--- config.mk ---
export PLATFORM = sky130hd
export DESIGN_NAME = tx_sequencer
export DESIGN_NICKNAME = d
export VERILOG_FILES = /design/src/rtl/tx_seq_pkg.sv /design/src/rtl/tx_sequencer_gap_timer.sv /design/src/rtl/tx_sequencer.sv
export SDC_FILE = /design/constraint.sdc
export NUM_CORES = 1
export LEC_CHECK = 0
export CAP_MARGIN = 20
export CORE_MARGIN = 5
export CORE_UTILIZATION = 50
export DETAILED_ROUTE_END_ITERATION = 7
export GPL_TIMING_DRIVEN = 1
export PLACE_DENSITY = 0.74
export SYNTH_ARGS = -nofsm -noshare
export SYNTH_HDL_FRONTEND = slang
export SYNTH_SLANG_ARGS = --single-unit
export TNS_END_PERCENT = 1
--- constraint.sdc ---
create_clock -name clk -period 3.9 [get_ports clk]
set_clock_uncertainty 0.15 [all_clocks]
set_input_delay 0.585 -clock clk [delete_from_list [all_inputs] [get_ports clk]]
set_output_delay 0.585 -clock clk [all_outputs]
set_load 0.03 [all_outputs]
--- src/rtl/tx_seq_pkg.sv ---
// Shared types and helpers for the tx_sequencer byte-burst scheduler.
package tx_seq_pkg;

    // Burst scheduler states.
    typedef enum logic [1:0] {
        ST_IDLE = 2'd0,
        ST_SEND = 2'd1,
        ST_GAP  = 2'd2,
        ST_DONE = 2'd3
    } state_e;

    // Only the low bits of the speed input select the gap.
    localparam int SPEED_W = 2;

    // Gap multiplier applied to GAP_BASE: 0, 1, 2 or 4.
    function automatic logic [2:0] speed_mult(input logic [SPEED_W-1:0] code);
        logic [2:0] mult;
        unique case (code)
            2'd0:    mult = 3'd0;
            2'd1:    mult = 3'd1;
            2'd2:    mult = 3'd2;
            default: mult = 3'd4;
        endcase
        return mult;
    endfunction

endpackage

--- src/rtl/tx_sequencer_gap_timer.sv ---
// gap_timer: loadable down-counter used to time the idle gap between bytes.
// 'expired' is high while the count sits at zero.
module gap_timer #(
    parameter  int GAP_BASE = 1000,
    localparam int CNT_W    = $clog2(4 * GAP_BASE + 1)
) (
    input  logic             clk,
    input  logic             reset,
    input  logic             load,
    input  logic [CNT_W-1:0] value,
    output logic             expired
);

    logic [CNT_W-1:0] cnt_q;
    logic [CNT_W-1:0] cnt_d;

    // Next count: load wins, otherwise count down and stick at zero.
    always_comb begin
        cnt_d = cnt_q;
        if (load) begin
            cnt_d = value;
        end else if (cnt_q != '0) begin
            cnt_d = cnt_q - 1'b1;
        end
    end

    // Count register with synchronous reset.
    always_ff @(posedge clk) begin
        if (reset) begin
            cnt_q <= '0;
        end else begin
            cnt_q <= cnt_d;
        end
    end

    assign expired = (cnt_q == '0);

endmodule

--- src/rtl/tx_sequencer.sv ---
// tx_sequencer: captures a burst request on 'start' and feeds the UART
// transmitter one byte per valid/ready handshake, with a programmable idle
// gap between bytes. Reports busy/done and a running count of bytes sent.
//
// Build option: define TX_SEQ_INCR_EN to send byte_val, byte_val+1, ...
// (mod 256) instead of repeating byte_val.
module tx_sequencer
    import tx_seq_pkg::*;
#(
    parameter int GAP_BASE = 1000
) (
    input  logic       clk,
    input  logic       reset,
    input  logic       start,
    input  logic [7:0] byte_val,
    input  logic [7:0] byte_count,
    input  logic [7:0] speed_code,
    input  logic       abort,
    output logic [7:0] tx_data,
    output logic       tx_valid,
    input  logic       tx_ready,
    output logic       busy,
    output logic       done,
    output logic [7:0] bytes_sent
);

    localparam int CNT_W = $clog2(4 * GAP_BASE + 1);

    state_e               state_q,      state_d;
    logic [7:0]           count_q,      count_d;
    logic [SPEED_W-1:0]   speed_q,      speed_d;
    // tx_data_q doubles as the captured byte register.
    logic [7:0]           tx_data_q,    tx_data_d;
    logic                 tx_valid_q,   tx_valid_d;
    logic                 busy_q,       busy_d;
    logic                 done_q,       done_d;
    logic [7:0]           bytes_sent_q, bytes_sent_d;

    logic                 handshake;
    logic                 gap_load;
    logic [CNT_W-1:0]     gap_value;
    logic                 gap_expired;
    logic                 speed_hi_unused;

    assign handshake       = tx_valid_q && tx_ready;
    assign speed_hi_unused = ^speed_code[7:SPEED_W];

    // The timer holds G-1 so that tx_valid stays low for exactly G cycles:
    // the GAP state is left on the edge where the count has reached zero.
    assign gap_value = CNT_W'(int'(speed_mult(speed_q)) * GAP_BASE - 1);

    gap_timer #(
        .GAP_BASE (GAP_BASE)
    ) u_gap_timer (
        .clk     (clk),
        .reset   (reset),
        .load    (gap_load),
        .value   (gap_value),
        .expired (gap_expired)
    );

    // Next-state and next-output logic for the burst FSM.
    always_comb begin
        // NOTE: every signal gets a default first so no path leaves it unassigned (no latches).
        state_d      = state_q;
        count_d      = count_q;
        speed_d      = speed_q;
        tx_data_d    = tx_data_q;
        tx_valid_d   = tx_valid_q;
        busy_d       = busy_q;
        done_d       = 1'b0;
        bytes_sent_d = bytes_sent_q;
        gap_load     = 1'b0;

        // A completed handshake always counts, even on an abort edge.
        if (handshake) begin
            bytes_sent_d = bytes_sent_q + 8'd1;
        end

        unique case (state_q)
            ST_IDLE: begin
                if (start) begin
                    count_d      = byte_count;
                    speed_d      = speed_code[SPEED_W-1:0];
                    tx_data_d    = byte_val;
                    bytes_sent_d = 8'd0;
                    busy_d       = 1'b1;
                    if (byte_count == 8'd0) begin
                        state_d = ST_DONE;
                        done_d  = 1'b1;
                    end else begin
                        state_d    = ST_SEND;
                        tx_valid_d = 1'b1;
                    end
                end
            end

            ST_SEND: begin
                if (handshake) begin
                    if (bytes_sent_q + 8'd1 == count_q) begin
                        state_d    = ST_DONE;
                        tx_valid_d = 1'b0;
                        done_d     = 1'b1;
                    end else begin
`ifdef TX_SEQ_INCR_EN
                        tx_data_d = tx_data_q + 8'd1;
`endif
                        if (speed_q == '0) begin
                            tx_valid_d = 1'b1;
                        end else begin
                            state_d    = ST_GAP;
                            tx_valid_d = 1'b0;
                            gap_load   = 1'b1;
                        end
                    end
                end
            end

            ST_GAP: begin
                if (gap_expired) begin
                    state_d    = ST_SEND;
                    tx_valid_d = 1'b1;
                end
            end

            ST_DONE: begin
                state_d = ST_IDLE;
                busy_d  = 1'b0;
            end
        endcase

        // Abort overrides whatever the burst was about to do.
        if (abort && (state_q != ST_IDLE)) begin
            state_d    = ST_IDLE;
            tx_valid_d = 1'b0;
            busy_d     = 1'b0;
            done_d     = 1'b0;
            gap_load   = 1'b0;
        end
    end

    // State and registered outputs; reset returns everything to idle.
    always_ff @(posedge clk) begin
        // NOTE: sequential state uses non-blocking assignments so all flops update together.
        if (reset) begin
            state_q      <= ST_IDLE;
            count_q      <= 8'd0;
            speed_q      <= '0;
            tx_data_q    <= 8'd0;
            tx_valid_q   <= 1'b0;
            busy_q       <= 1'b0;
            done_q       <= 1'b0;
            bytes_sent_q <= 8'd0;
        end else begin
            state_q      <= state_d;
            count_q      <= count_d;
            speed_q      <= speed_d;
            tx_data_q    <= tx_data_d;
            tx_valid_q   <= tx_valid_d;
            busy_q       <= busy_d;
            done_q       <= done_d;
            bytes_sent_q <= bytes_sent_d;
        end
    end

    assign tx_data    = tx_data_q;
    assign tx_valid   = tx_valid_q;
    assign busy       = busy_q;
    assign done       = done_q;
    assign bytes_sent = bytes_sent_q;

endmodule
==> Word-level counts from Yosys, hierarchy flattened <==
Index checks and enable logic that the tools add are counted.
{ "word_totals": {"ff_bits": 43, "in_bits": 29, "elab_cells": 72, "output_inout_bits": 19} }
{ "op_classes": {"reduce_logical": 16, "n_addsub": 3, "muxes": 32, "n_eq_ne": 11, "n_mul": 1} }
{ "op_table": {"columns": ["operator", "n"], "rows": [
  ["2-to-1 mux 12 bit", 2],
  ["2-to-1 mux 8 bit", 3],
  ["subtractor 12 x 1 -> 12 bit, second input constant", 2],
  ["2-to-1 mux 1 bit", 16],
  ["logical NOT 12 bit", 1],
  ["2-to-1 mux 2 bit", 6],
  ["nonzero test 12 bit", 1],
  ["multiplier 3 x 7 -> 9 bit, second input constant", 1],
  ["case mux 3 bit (3 select lines)", 1],
  ["adder 8 x 1 -> 8 bit, second input constant", 1],
  ["== test 8 bit", 1],
  ["logical NOT 8 bit", 1],
  ["!= test 2 bit, second input constant", 4],
  ["case mux 2 bit (4 select lines)", 1],
  ["== test 2 bit, second input constant", 3],
  ["nonzero test 2 bit", 3],
  ["AND reduction 5 bit", 1],
  ["== test 2 x 1 -> 1 bit, second input constant", 2],
  ["logical NOT 2 bit", 2],
  ["case mux 1 bit (2 select lines)", 2],
  ["AND reduction 2 bit", 2],
  ["AND reduction 4 bit", 1],
  ["!= test 3 bit, second input constant", 1],
  ["case mux 1 bit (3 select lines)", 1],
  ["other kinds (3)", 4]
]} }

==> Depth between registers and ports, before layout <==
Gate-level depths: netlist (run 1).
{ "depth": {"ltp_word": 7, "mapped_depth": 9, "depth_no_buf": 7} }

==> Hierarchy <==
From an unflattened synthesis (run 1), not the netlist that was laid out.
{ "unflattened": {"cells_unflattened": 288, "area_unflattened_um2": 2263.4} }
{ "by_module_without_submodules": {"columns": ["module", "n_inst", "area_per_inst_um2", "seq_area_each_um2", "cells_per_inst"], "rows": [
  ["tx_sequencer", 1, 1534.0, 620.6, 195],
  ["gap_timer", 1, 729.4, 240.2, 93]
]} }

==> Worst setup path before layout (run 1) <==
Ideal clock, no wire load.
{ "synth_path": {"path_kind": "register to register", "startpoint": "reg bytes_sent_q[0] (netlist: bytes_sent[0])", "endpoint": "reg u_gap_timer.cnt_q[3]", "setup_slack_ns": 1.469, "period_less_slack_ns": 2.431, "arrival_time_ns": 2.165, "stages_incl_launch_ff": 9, "n_path_buf": 1, "required_time_ns": 3.634, "setup_ns": 0.116, "cell_sequence": "dfxtp_1 -> ha_1 -> clkbuf_1 -> nand2_1 -> or3_1 -> a21oi_1 -> o2111a_1 -> nor4_1 -> a31o_2"} }
{ "synth_between": {"elab_chain_cells": 7, "word_cells_on_any_way": 8, "cone_classes": "add/sub: 1; eq/ne: 1; mux: 5; reduce/logical: 1"} }
{ "synth_lines": {"columns": ["item", "line_no", "source"], "rows": [
  ["start: declaration", "tx_sequencer.sv:37", "logic [7:0] bytes_sent_q, bytes_sent_d;"],
  ["start signal: assignment", "tx_sequencer.sv:162", "bytes_sent_q <= bytes_sent_d;"],
  ["adder 8 x 1 -> 8 bit (*)", "tx_sequencer.sv:100", "if (bytes_sent_q + 8'd1 == count_q) begin"],
  ["== test 8 bit (*)", "tx_sequencer.sv:100", null],
  ["2-to-1 mux 1 bit (*)", "tx_sequencer.sv:100", null],
  ["2-to-1 mux 1 bit (*)", "tx_sequencer.sv:99", "if (handshake) begin"],
  ["2-to-1 mux 1 bit (*)", "tx_sequencer.sv:80", "unique case (state_q)"],
  ["2-to-1 mux 1 bit (*)", "tx_sequencer.sv:133", "if (abort && (state_q != ST_IDLE)) begin"],
  ["2-to-1 mux 12 bit or nonzero test 2 bit (tied branches)", null, null],
  ["end signal: assignment", "tx_sequencer_gap_timer.sv:32", "cnt_q <= cnt_d;"],
  ["end: declaration", "tx_sequencer_gap_timer.sv:14", "logic [CNT_W-1:0] cnt_q;"]
]} }
Mark *: on every way between the ends. The rest lies on a longest branch, timed or not.
A chain may end at the register's enable or synchronous reset.

==> Worst setup path in the final report (run 1) <==
{ "layout_path": {"startpoint": "reg bytes_sent_q[2] (netlist: bytes_sent[2])", "endpoint": "reg u_gap_timer.cnt_q[3]"} }
The elaborated chain is that of the path after synthesis.

==> results of run 1 <==
## worst min-delay path, stage by stage (launching register included)
cell and delay, ns:
dfxtp_1 0.31, nand2_1 0.05, a21oi_1 0.05
## cell type report
| type | count | area (um2) |
|---|---|---|
| clock buffer | 6 | 72.6 |
| clock inverter | 2 | 60.1 |
| fill | 403 | 1570 |
| inverter | 5 | 18.8 |
| multi-input combinational | 222 | 1350 |
| sequential | 43 | 861 |
| tap | 52 | 65.1 |
| timing repair buffer | 42 | 418 |
## logic make-up (layout without fill, tap and decap cells)
family / count (synthesis) / count (layout) / synth area share
AOI/OAI and AO/OA: 69 / 69 / 0.200
and+or+nand+nor: 123 / 123 / 0.255
xor gates and xnor gates: 17 / 17 / 0.0647
adders and majority gates: 9 / 9 / 0.0490
muxes: 4 / 4 / 0.0174
DFF: 43 / 43 / 0.374
buffers and inverters: 20 / 55 / 0.0403
## flip-flops by register name, indices dropped and copies added, names as in the netlist
signal and cells:
u_gap_timer.cnt_q 12, bytes_sent 8, count_q 8, tx_data 8, speed_q 2, state_q 2
busy 1, done 1, tx_valid 1
## path summary, 6_finish.rpt
| kind | startpoint | end | slack, ns |
|---|---|---|---|
| worst max register to register | bytes_sent[2] | u_gap_timer.cnt_q[3] | 1.26 |
| worst min-delay path | tx_data[3] | tx_data[3] | 0.31 |
| worst max-delay path | bytes_sent[2] | u_gap_timer.cnt_q[3] | 1.26 |
| worst min register to register | tx_data[3] | tx_data[3] | 0.31 |
## power by group through the flow
stage | Sequential [W] | Combinational, W | Clock, W
after floorplan | 0.000552 | 0.000307 | 0
after global placement | 0.000547 | 0.000401 | 0
after detailed placement | 0.000548 | 0.000407 | 0
after CTS | 0.000538 | 0.000410 | 0.000419
after global routing | 0.000548 | 0.000464 | 0.000440
final | 0.000539 | 0.000408 | 0.000410
## per-stage QoR
step / hold slack (ns) / util / std cells / power (W)
global placement: 0.291 / 0.614 / 364 / 0.000948
floorplan: 0.298 / - / 285 / 0.000859
finish: 0.305 / 0.644 / 372 / 0.00136
CTS: 0.307 / 0.644 / 372 / 0.00137
detailed placement: 0.297 / 0.614 / 364 / 0.000956
global route: 0.332 / 0.644 / 372 / 0.00145
## per-layer routing
layer  share of wire  global-route usage  vias to the layer above
met3           0.087              0.0613                        5
met1            0.48               0.221                      937
met4          0.0069              0.0498                        0
met2            0.42               0.251                       60
li1                -                   -                     1061
met5               0                   0                        -
## cell usage in the layout, fill, tap and decap left out, drive strengths merged, types with 2 or more instances in the layout
cell type | Yosys | routed
clkbuf | 9 | 6
nor2b | 4 | 4
nor4 | 6 | 6
a31o | 2 | 2
and3 | 2 | 2
inv | 5 | 5
bufinv | 0 | 2
xnor2 | 11 | 11
nor2 | 18 | 18
xor2 | 6 | 6
mux2i | 4 | 4
a31oi | 3 | 3
a21boi | 2 | 2
o31ai | 3 | 3
nand2 | 58 | 58
nor3 | 10 | 10
ha | 9 | 9
nor3b | 3 | 3
nand2b | 3 | 3
a211oi | 4 | 4
nand3 | 9 | 9
o21ai | 10 | 10
a21oi | 36 | 36
dfxtp | 43 | 43
clkdlybuf4s50 | 0 | 41
or3 | 4 | 4
==> flow_summary_export.csv, run 1 <==
group,metric,value,unit
status,run_status,"complete, no violations",
critical_path,worst-path-max-fanout,12,
clock_tree,cts_setup_buffers,0,
floorplanning,rows,24,
clock_tree,post_cts_resized,0,
synth,ys.flop_type,"dfxtp_1",
detailed_routing,drc,0,
global_route,grt_max_degree,22,
power_and_ir_drop,swShare,0.313,
critical_path,cp.required,3.99,ns
floorplanning,die-width,77.8,um
place,post-place-ws,1.14,ns
critical_path,critical_path_class,"reg2reg",
detailed_routing,drt-vias-per-instance,5.55,
layout,areaGrowthSynthToFinish,23.6,%
place,place.port_buffers,41,
clock_tree,clock-sinks,43,
power_and_ir_drop,leakage,1.03,nW
synth,ys_warn_count,0,
critical_path,crit_buf_inv,0,
synth,synth_common_cells,"nand2_1, dfxtp_1, a21oi_1, nor2_1, xnor2_1",
critical_path,crit_family,"simple AND/OR/NAND/NOR gates",
critical_path,startpoint_type,"register",
power_and_ir_drop,p_int,0.000932,W
place,place_hpwl,3660,um
synth,netlist_top_cells_area,"dfxtp_1, nand2_1, a21oi_1",
timing,post-route-min-period,2.64,ns
power_and_ir_drop,peakVddDrop,323,uV
power_and_ir_drop,power.net_switching,0.000424,W
clock_tree,cts_max_level,2,
synth,syn_inst,285,
global_route,grtUsageTotal,0.167,
clock_tree,cts_made_buffers,5,
timing,max_freq,379,MHz
detailed_routing,antenna_left,0,
timing,max_slew.worst_pin.slew,0.787,ns
timing,period_share,0.677,
timing,max-slew-margin-rel,0.471,
place,dpl-instance-area,2710,um2
synth,syn_area,2300,um2
timing,finalSetupTns,0,ns
floorplanning,top_level_ports,48,
power_and_ir_drop,powerDensity,477,nW/um2
clock_tree,insertion_delay,0.30,ns
synth,synth_edf_count,0,
layout,num_antenna_cells,0,
clock_tree,hold_buffers,0,
critical_path,critPathSlowestCell,"dfxtp_1",
synth,syn_nets,323,
global_route,antenna_found_initial,0,
floorplanning,initial_utilization,0.521,
critical_path,cp-end-kind,"register",
clock_tree,clk_path_buf_depth,2,
global_route,grt_pass1_vias,1868,
critical_path,reg2reg_depth,6,
run,max-cap-violations,0,
layout,layout-drive-gt1-share,0.0688,
timing,fin_ws,1.26,ns
timing,setup_violations,0,
clock_tree,clk_pin_slew_worst_paths,0.08,ns
power_and_ir_drop,clkPwrFrac,0.302,
synth,yosysTopAreaCell,"dfxtp_1",
synth,ys_types,48,
power_and_ir_drop,comb_power_share,0.301,
floorplanning,core-area,4410,um2
synth,synth_top_area_share,0.374,
synth,synth-seq-area-share,0.374,
detailed_routing,via_count,2063,
power_and_ir_drop,pwr-share-seq,0.397,
global_route,grt_overflow,0,
timing,rsz0062_at_grt,"no",
synth,ys_seq_elements,43,
detailed_routing,drt_iter0_drc,112,
synth,ys_async_sr_fraction,0,
timing,hold_violations,0,
floorplanning,dieArea,6060,um2
synth,avgSynthCellArea,8.07,um2
critical_path,cp.depth,6,
min_path,min_path_type,"reg2reg",
timing,maxSlewViolCount,0,
min_path,hold_depth,2,
detailed_routing,drt_wl_total,4890,um
clock_tree,cts-root-buf,"clkbuf_8",
layout,final_area,2840,um2
place,gp_congestion,0.832,
global_route,grt_pass1_wl,8440,um
floorplanning,die_h,77.8,um
critical_path,cp_slowest_stage_delay,0.57,ns
critical_path,arrival,2.73,ns
detailed_routing,post_drt_wl_per_cell,13.2,um
critical_path,crit_path_cell_trace,"nand3_4 -> or3_4 -> a2111oi_4 -> o2111ai_2 -> nand2_1 -> a31o_2",
layout,final_nets,357,
synth,yosysMostFrequentCell,"nand2_1",
clock_tree,tritoncts,"built",
detailed_routing,drtPass1Iterations,4,
(Power assumes the default switching activity.)
==> run 2, diff against run 1 <==
Clock period 3.9 ns to 2.7 ns, I/O delays scaled along.
==> run 2 against run 1 <==
  * Sequential power is 45% higher
  * Die area stayed put
  * Routed wire length is 4.9% higher
  * Total power is 41% higher
  * Clock-buffer cell count stayed put
  * Sequential share of layout area is 0.39 points lower
  * Cell count is 1.9% higher
  * Final area is 1.3% higher
  * Global-route usage is 0.66 points higher
  * First-iteration DRC count is 3.6% higher
==> flow_summary_export.csv, run 2 (same netlist as run 1, synthesis figures left out) <==
group,metric,value,unit
clock_tree,tritoncts,"built",
detailed_routing,post_drt_wl_per_cell,13.6,um
global_route,grtUsageTotal,0.173,
clock_tree,insertion_delay,0.29,ns
detailed_routing,drt-vias-per-instance,5.46,
layout,final_nets,364,
clock_tree,cts_made_buffers,5,
timing,period_share,0.890,
timing,max-slew-margin-rel,0.650,
global_route,grt_overflow,0,
global_route,grt_max_degree,20,
layout,most-common-layout-cells,"nand2_1, dfxtp_1, clkdlybuf4s50_1",
timing,maxSlewViolCount,0,
floorplanning,top_level_ports,48,
clock_tree,clk_path_buf_depth,2,
power_and_ir_drop,leakage,1.05,nW
critical_path,worst-path-max-fanout,8,
timing,rsz0062_at_grt,"no",
clock_tree,clock-sinks,43,
layout,top_register,"u_gap_timer.cnt_q",
layout,num_antenna_cells,0,
detailed_routing,met3WireLength,364,um
floorplanning,die_h,77.8,um
floorplanning,core-area,4410,um2
timing,max_freq,416,MHz
clock_tree,clk_pin_slew_worst_paths,0.08,ns
detailed_routing,drt_iter0_drc,116,
place,place_hpwl,3770,um
detailed_routing,wl_met1,2520,um
critical_path,reg2reg_from,"bytes_sent[3]",
min_path,min_path_type,"reg2reg",
clock_tree,cts_max_level,2,
detailed_routing,drt_wl_total,5140,um
critical_path,critical_path_class,"reg2reg",
status,run_status,"complete, no violations",
critical_path,worstReg2RegEnd,"u_gap_timer.cnt_q[3]",
global_route,grt_pass1_vias,1885,
global_route,grt_pass1_wl,8760,um
timing,post-route-min-period,2.40,ns
min_path,hold_depth,2,
layout,layout-drive-gt1-share,0.0917,
clock_tree,post_cts_resized,0,
floorplanning,initial_utilization,0.521,
min_path,worstHoldStart,"tx_data[7]",
clock_tree,hold_buffers,0,
timing,setup_violations,0,
detailed_routing,routed.top_layer,"met4",
global_route,antenna_found_initial,0,
floorplanning,die-width,77.8,um
floorplanning,dieArea,6060,um2
detailed_routing,antenna_left,0,
critical_path,reg2reg_depth,6,
power_and_ir_drop,p_total,0.00192,W
run,max-cap-violations,0,
timing,max_slew.worst_pin.slew,0.524,ns
critical_path,r2r_slack,0.30,ns
timing,hold_violations,0,
critical_path,cp-end-kind,"register",
place,gp_congestion,0.843,
detailed_routing,dr_wl_met2,2210,um
detailed_routing,via_count,2069,
layout,fin_util,0.652,
detailed_routing,drc,0,
layout,layout_commonest_cell,"nand2_1",
clock_tree,cts_setup_buffers,0,
floorplanning,rows,24,
detailed_routing,drtPass1Iterations,4,
timing,finalSetupTns,0,ns
critical_path,arrival,2.44,ns
power_and_ir_drop,peakVddDrop,531,uV
layout,largest_reg_flops,12,
power_and_ir_drop,powerDensity,665,nW/um2
critical_path,cp.required,2.74,ns
timing,hold_slack,0.305,ns
layout,areaGrowthSynthToFinish,25.2,%
clock_tree,cts-root-buf,"clkbuf_8",
critical_path,startpoint_type,"register",
min_path,whs_endpoint,"tx_data[7]",
place,place.port_buffers,41,
run 2: layout make-up:
class	instances	area (um2)
clock buffer	6	82.6
clock inverter	2	35.0
fill	378	1540
inverter	5	18.8
multi-input combinational	222	1350
sequential	43	861
tap	52	65.1
timing repair buffer	49	470
run 2: metal layers:
metal | global-route usage | up-vias
met1 | 0.243 | 940
met4 | 0.0361 | 0
met2 | 0.260 | 48
li1 | - | 1076
met5 | 0 | -
met3 | 0.0567 | 5
run 2: worst max-delay path, cell delays in order (launching register included):
cell and delay, ns:
dfxtp_1 0.51, nand2_1 0.16, or3_4 0.42, a2111oi_4 0.39, o2111a_1 0.36, nor4_1 0.09, a31o_2 0.21
run 2: metrics by stage:
stage               std cells  setup WS (ns)  cell area (um2)
floorplan                 285          0.269             2300
global placement          371          0.368             2760
detailed placement        371          0.325             2760
CTS                       379          0.303             2880
global route              379          0.120             2880
finish                    379          0.298             2880
run 2: power breakdown:
part / total [W] / internal (W) / switching [W]
registers: 0.000783 / 0.000707 / 0.0000762
logic: 0.000612 / 0.000284 / 0.000328
clock network: 0.000521 / 0.000299 / 0.000221
run 2: how the worst max path moves through the flow:
stage | from | endpoint | slack, ns | cells past startpoint
floorplan | bytes_sent[0] | u_gap_timer.cnt_q[3] | 0.27 | 8
global placement | bytes_sent[0] | u_gap_timer.cnt_q[3] | 0.37 | 7
detailed placement | bytes_sent[3] | u_gap_timer.cnt_q[3] | 0.33 | 6
CTS | bytes_sent[3] | u_gap_timer.cnt_q[3] | 0.30 | 6
global route | bytes_sent[0] | done | 0.12 | 7
finish | bytes_sent[3] | u_gap_timer.cnt_q[3] | 0.30 | 6
